`src/rtl/fifo_tx_serializer.sv`:
```
// fifo_tx_serializer: pops words from a FIFO and shifts each one out MSB
// first, holding every bit for a programmable number of clk cycles.
module fifo_tx_serializer #(
   parameter int DATA_WIDTH = 8,
   parameter int DIV_WIDTH  = 9
) (
   input  logic                  clk,
   input  logic                  reset,
   input  logic                  en,
   input  logic                  start,
   input  logic [DIV_WIDTH-1:0]  clock_divider,
   input  logic                  fifo_empty,
   input  logic [DATA_WIDTH-1:0] fifo_data,
   output logic                  fifo_read,
   output logic                  tx_out,
   output logic                  tx_valid,
   output logic                  busy,
   output logic                  done
);

   localparam int BW = (DATA_WIDTH > 1) ? $clog2(DATA_WIDTH) : 1;
   localparam logic [BW-1:0]        LAST_BIT = BW'(DATA_WIDTH - 1);
   localparam logic [BW-1:0]        BIT_ONE  = BW'(1);
   localparam logic [DIV_WIDTH-1:0] PER_ONE  = DIV_WIDTH'(1);
   localparam logic [DIV_WIDTH-1:0] MIN_N    = DIV_WIDTH'(2);

   typedef enum logic [2:0] {
      IDLE  = 3'd0,
      REQ   = 3'd1,
      WAIT  = 3'd2,
      SHIFT = 3'd3,
      DONE  = 3'd4
   } state_t;

   state_t                state_q, state_d;
   logic [DATA_WIDTH-1:0] shift_q, shift_d;
   logic [DIV_WIDTH-1:0]  n_q, n_d;
   logic [DIV_WIDTH-1:0]  per_q, per_d;
   logic [BW-1:0]         bit_q, bit_d;
   logic                  fifo_read_q, fifo_read_d;
   logic                  tx_out_q, tx_out_d;
   logic                  tx_valid_q, tx_valid_d;
   logic                  busy_q, busy_d;
   logic                  done_q, done_d;

   logic [DIV_WIDTH-1:0]  n_eff;
   logic                  per_last;
   logic                  bit_last;

   // Dividers below 2 would give a zero or one-cycle bit; clamp to 2.
   assign n_eff    = (clock_divider < MIN_N) ? MIN_N : clock_divider;
   assign per_last = (per_q == n_q - PER_ONE);
   assign bit_last = (bit_q == LAST_BIT);

   always_comb begin
      state_d     = state_q;
      shift_d     = shift_q;
      n_d         = n_q;
      per_d       = per_q;
      bit_d       = bit_q;
      fifo_read_d = fifo_read_q;
      tx_out_d    = tx_out_q;
      tx_valid_d  = tx_valid_q;
      busy_d      = busy_q;
      done_d      = done_q;
      if (en) begin
         unique case (state_q)
            IDLE: begin
               if (start) begin
                  busy_d = 1'b1;
                  if (fifo_empty) begin
                     state_d = DONE;
                     done_d  = 1'b1;
                  end else begin
                     state_d     = REQ;
                     fifo_read_d = 1'b1;
                  end
               end
            end
            REQ: begin
               fifo_read_d = 1'b0;
               state_d     = WAIT;
            end
            WAIT: begin
               shift_d    = fifo_data;
               n_d        = n_eff;
               per_d      = '0;
               bit_d      = '0;
               tx_out_d   = fifo_data[DATA_WIDTH-1];
               tx_valid_d = 1'b1;
               state_d    = SHIFT;
            end
            SHIFT: begin
               if (per_last) begin
                  per_d = '0;
                  if (bit_last) begin
                     tx_valid_d = 1'b0;
                     if (fifo_empty) begin
                        state_d = DONE;
                        done_d  = 1'b1;
                     end else begin
                        state_d     = REQ;
                        fifo_read_d = 1'b1;
                     end
                  end else begin
                     bit_d    = bit_q + BIT_ONE;
                     shift_d  = shift_q << 1;
                     tx_out_d = shift_d[DATA_WIDTH-1];
                  end
               end else begin
                  per_d = per_q + PER_ONE;
               end
            end
            DONE: begin
               done_d  = 1'b0;
               busy_d  = 1'b0;
               state_d = IDLE;
            end
            default: begin
               state_d     = IDLE;
               fifo_read_d = 1'b0;
               tx_valid_d  = 1'b0;
               busy_d      = 1'b0;
               done_d      = 1'b0;
            end
         endcase
      end
   end

   always_ff @(posedge clk or posedge reset) begin
      if (reset) begin
         state_q     <= IDLE;
         shift_q     <= '0;
         n_q         <= '0;
         per_q       <= '0;
         bit_q       <= '0;
         fifo_read_q <= 1'b0;
         tx_out_q    <= 1'b0;
         tx_valid_q  <= 1'b0;
         busy_q      <= 1'b0;
         done_q      <= 1'b0;
      end else begin
         state_q     <= state_d;
         shift_q     <= shift_d;
         n_q         <= n_d;
         per_q       <= per_d;
         bit_q       <= bit_d;
         fifo_read_q <= fifo_read_d;
         tx_out_q    <= tx_out_d;
         tx_valid_q  <= tx_valid_d;
         busy_q      <= busy_d;
         done_q      <= done_d;
      end
   end

   // Strobes are withheld while disabled and replayed once en returns.
   assign fifo_read = fifo_read_q & en;
   assign done      = done_q & en;
   assign tx_out    = tx_out_q;
   assign tx_valid  = tx_valid_q;
   assign busy      = busy_q;

endmodule
```
`config.mk`:
```
export PLATFORM = sky130hd
export DESIGN_NAME = fifo_tx_serializer
export DESIGN_NICKNAME = d
export VERILOG_FILES = /design/src/rtl/fifo_tx_serializer.sv
export SDC_FILE = /design/constraint.sdc
export NUM_CORES = 1
export LEC_CHECK = 0
export BUFFER_PORTS_ARGS = -buffer_cell sky130_fd_sc_hd__buf_4
export CAP_MARGIN = 30
export CORE_MARGIN = 1.5
export CORE_UTILIZATION = 50
export DETAILED_ROUTE_END_ITERATION = 7
export PLACE_DENSITY = 0.73
export SLEW_MARGIN = 20
export SYNTH_ARGS = -nofsm -noshare
export SYNTH_HDL_FRONTEND = slang
export SYNTH_SLANG_ARGS = --single-unit
```
`constraint.sdc`:
```
create_clock -name clk -period 2 [get_ports clk]
set_input_delay 0.5 -clock clk [delete_from_list [all_inputs] [get_ports clk]]
set_output_delay 0.5 -clock clk [all_outputs]
set_load 0.02 [all_outputs]
```
After elaboration in Yosys (flattened, before gate mapping)
Index checks and enable logic that the tools add are counted. Widths: inputs -> output; s select.

Add/subtract/negate cells: 3. $lt $le $gt $ge: 1. Equal/unequal tests: 10. Muxes and demuxes: 32. Bitwise gates (word level): 6. Reductions and logical operators: 14.

Operator list (count): $mux 3 (6); $mux 9 (2); $pmux 9 s2 (1); $mux 7 (2); $pmux 7 s2 (1); $mux 1 (13); $pmux 3 s4 (1); $reduce_and 4->1 (3); $reduce_and 5->1 (2); $add 9x1->9 const B (1); $eq 9x9->1 (1); $lt 9x2->1 const B (1); $pmux 1 s3 (3); $sub 9x1->9 const B (1); $ne 2x2->1 const B (4); $eq 3x2->1 const B (2); $eq 3x3->1 const B (2); $pmux 3 s2 (1); $reduce_or 3->1 (2); $not 1->1 (4); $pmux 1 s2 (2); $reduce_and 2->1 (2); $reduce_or 2->1 (2); $add 3x1->3 const B (1); other kinds (5) (6).

Register bits: 36. Input bits: 22. Output and inout port bits: 5.

Logic depth before layout (Yosys ltp)
Depth after elaboration: 4. Gate-level depth with buffers: 9.

Worst setup path before layout
No wires, ideal clock.

Path kind: reg-to-reg. From: reg n_q[0]. To: reg bit_q[0]. Library setup time: 0.125 ns. Arrival time: 2.024 ns. Slack: -0.149 ns. Stages on the path, launching flop included: 10. Clock period less this slack: 2.149 ns. Path through: dfrtp_1 inv_1 ha_1 nand2b_1 o211a_1 o31ai_1 a21o_1 nand3_2 buf_6 mux2_4.

Word-level cells in the longest chain between the ends: 4.

Ends and longest elaborated chain: start: declaration (line 37) `logic [DIV_WIDTH-1:0] n_q, n_d;`; start signal: assignment (line 145) `n_q <= n_d;`; $sub 9x1->9 (line 52) `assign per_last = (per_q == n_q - PER_ONE);`; $eq 9x9->1 (line 52); $ne 2x2->1 (no line); $reduce_and 4->1 (no line); end signal: assignment (line 147) `bit_q <= bit_d;`; end: declaration (line 39) `logic [BW-1:0] bit_q, bit_d;`.

Every way passes these cells. A chain may end at the register's enable or synchronous reset.

Worst setup path after layout
From: reg n_q[0]. To: reg shift_q[2].

Word-level cells in the longest chain between the ends: 4.

Ends and longest elaborated chain: $sub 9x1->9 (line 52); $eq 9x9->1 (line 52); $ne 2x2->1 (no line); $reduce_and 4->1 (no line); end signal: assignment (line 144) `shift_q <= shift_d;`; end: declaration (line 36) `logic [DATA_WIDTH-1:0] shift_q, shift_d;`.

Every way passes these cells.

==> results_dict.tcl <==
set metrics [dict create \
    status "complete, but fails checks" \
    violations "negative setup slack" \
    setup_tns_ns -2.21 \
    critical_path.max_stage_delay_ns 0.44 \
    synthFlopType "dfrtp_1" \
    ys_ff_latch 36 \
    synthArstFlopShare_pct 100 \
    hold_class "input pin to async pin" \
    gp_congestion 0.845 \
    drv_slew 0 \
    die-area_um2 4810 \
    numPortBuffers 26 \
    pwr-share-clk_pct 14.3 \
    vias 1840 \
    drt-total-wl_mm 5.16 \
    hold_viol 0 \
    powerDensity_nw_per_um2 1580 \
    path_max_fanout 6 \
    cts_buffers 5 \
    crit_chain "inv_2 > ha_4 > nand2b_4 > o211a_1 > o31ai_1 > a21o_1 > nand3_4 > buf_12 > mux2_4" \
    required_ns 2.19 \
    io_pins 27 \
    crit-reg2reg-capture "shift_q[2]" \
    pwr-share-seq_pct 28.4 \
    syn_inst 215 \
    syn2layout_area_growth_pct 31.5 \
    clock_sinks 36 \
    skew_ns 0.00960 \
    fin_nets 290 \
    synth_cell_types 53 \
    rows 23 \
    post-route-util_pct 70.4 \
    yosys_warnings 0 \
    antenna_found_initial 0 \
    critical_path_depth 9 \
    overflow 0 \
    drive_gt1_share_pct 42.6 \
    synth_area_per_cell_um2 10.2 \
    r2r_setup_slack_ns -0.14 \
    reg2reg_depth 9 \
    cp_slowest_cell "dfrtp_2" \
    setup_violations 23 \
    synth_enable_flop_cells 0 \
    p_leak_nw 1.33 \
    critPathCaptureType "flop" \
    slew-limit-headroom_pct 68.7 \
    hold_buffers 0 \
    switchingPower_mw 1.79 \
    layout.cells.non_filler 315 \
    drt-vias-per-instance 5.84 \
    multi_input_comb_area_um2 1330 \
    crit_arrival_ns 2.32 \
    drcViolationCount 0 \
    dpl.cell_count 300 \
    netSwitchingFraction_pct 39.1 \
    ctsHtreeMaxLevel 2 \
    fin_crit_ns 2.14 \
    die_w_um 69.4 \
    path_buf_inv 2 \
    cts.reportedPaths.clkPinSlew_ns 0.08 \
    setup_ws_ns -0.135 \
    path_class "flop to flop" \
    grt_usage_pct 21.0 \
    synthesis.nets 241 \
    root_buffer "clkbuf_8" \
    grt_pass1_wl_mm 8.14 \
    cts_buffer_depth 2 \
    grt_max_degree 37 \
    synth_area_um2 2200 \
    rsz0062_at_grt "true" \
    worstMarginPinSlew_ns 0.470 \
    clk_latency_ns 0.30 \
    initial_core_util_pct 53.5 \
    worstSetupStartpointType "flop" \
    fillers 310 \
    fmax_ghz 0.468 \
    die_y_um 69.4 \
    synth_seq_area_share_pct 40.9 \
    wl_per_cell_um 16.4 \
    whs_ns 0.305 \
    hpwlAfterDp_mm 3.33 \
    grt_pass1_vias 1780 \
    worstReg2RegStart "n_q[0]" \
    drt_iter0_drc 130 \
    p_comb_share_pct 57.3 \
    seq_area_um2 906 \
    ant_nets 0 \
    cts_tree "yes" \
    diodes 0 \
    cap_violations 0 \
    internal_power_mw 2.79 \
    cpLargestDelayFamily "compound AO/OA/AOI/OAI gates" \
    power_mw 4.58 \
    dr.pass1.iters 4 \
    period_share_pct 107 \
    ir_worst_vdd_mv 0.897 \
    coreArea_um2 4120 \
]
-- layer usage --
metal / share of wire (%) / routed length, um / vias to the layer above / GRT usage, %
li1: - / - / 886 / -
met1: 45 / 2330 / 898 / 28.4
met2: 49 / 2520 / 47 / 32.8
met3: 4.0 / 206 / 9 / 3.78
met4: 1.9 / 98 / 0 / 9.59
met5: 0 / 0 / - / 0
-- cell type report --
type | count | share of cell area (%)
multi-input cells | 158 | 46.0
clock inverters | 3 | 1.47
repair buffers | 53 | 15.4
clock buffers | 5 | 2.38
flip-flops and latches | 36 | 31.3
well taps | 50 | 2.16
inverters | 10 | 1.30
-- Yosys cell counts, types with 5 or more instances --
cell / number / area (um^2)
a21oi_1: 7 / 35.0
and3_1: 5 / 31.3
clkbuf_1: 5 / 18.8
dfrtp_1: 36 / 901
inv_1: 10 / 37.5
mux2_2: 13 / 146
mux2_4: 9 / 135
nand2_1: 15 / 56.3
nand3_1: 9 / 45.0
nor2_1: 9 / 33.8
nor3_1: 10 / 50.1
o21ai_0: 10 / 50.1
xnor2_1: 6 / 52.6
-- worst max-delay path by stage --
stage	slack, ns	from	to
global route	-0.23	n_q[0]	shift_q[4]
detailed placement	-0.11	n_q[1]	tx_out
finish	-0.14	n_q[0]	shift_q[2]
CTS	-0.05	n_q[1]	state_q[2]
floorplan	-0.01	n_q[1]	bit_q[0]
global placement	-0.04	n_q[1]	tx_out
-- logic make-up (layout without fill, tap and decap cells) --
family / after synthesis / count (layout) / share of synthesized area [%]
AO/OA/AOI/OAI: 48 / 48 / 16.5
XOR/XNOR: 9 / 9 / 3.58
adder cells (fa/ha/maj): 4 / 4 / 2.27
buffers and inverters: 21 / 71 / 4.60
flip-flops: 36 / 36 / 40.9
multiplexers: 25 / 25 / 14.2
AND/OR/NAND/NOR: 72 / 72 / 17.9
-- placed cells by master (no fill, tap or decap), types with 2 or more instances in the layout --
master / count
clkbuf_8: 5
nor4_1: 2
mux2_4: 10
nor2_1: 8
nand2b_4: 2
and3_4: 2
nand3_1: 8
nor3b_1: 3
nand4_1: 2
and3_1: 3
buf_6: 4
a31oi_1: 3
mux2i_1: 2
nand2_1: 14
dfrtp_1: 32
buf_4: 47
dfrtp_2: 4
nor2b_1: 3
inv_1: 8
o21ai_0: 9
ha_1: 3
xnor2_1: 6
a21oi_1: 7
mux2_2: 13
inv_2: 2
a22o_1: 2
nor3_1: 9
nand3b_1: 2
and2_1: 4
o21bai_1: 2
xor2_1: 2
a21o_1: 3
-- state kept, by name, indices dropped and copies added, names as in the netlist --
signal and count:
state_q 3, per_q 9, fifo_read_q 1, n_q 9
done_q 1, busy 1, bit_q 3, tx_out 1
shift_q 7, tx_valid 1
-- metrics by stage --
step / setup slack (ns) / instance area (um^2)
2_1_floorplan: -0.0146 / 2220
3_3_place_gp: -0.0408 / 2570
3_5_place_dp: -0.108 / 2570
4_1_cts: -0.0511 / 2770
5_1_grt: -0.225 / 2900
6_report: -0.135 / 2900
-- power by group through the flow --
stage	combinational, mW	clock [mW]	sequential (mW)
CTS	2.31	0.674	1.28
floorplan	1.50	0	1.26
global route	2.82	0.699	1.34
detailed placement	2.10	0	1.28
global placement	2.05	0	1.28
finish	2.62	0.656	1.30
-- what timing repair did --
item / CTS / global route
setup endpoints to repair: 17 / 26
hold endpoints to repair: 0 / 0
cloned: 1 / 0
resized for setup: 8 / 24
pin swaps: 6 / 9
buffers inserted: 3 / 3
-- worst min-delay path, delay by kind of cell --
kind	cells	cell delay (ns)
buf+inv	3	0.55
Note: power is estimated with default switching activity, not from simulation.
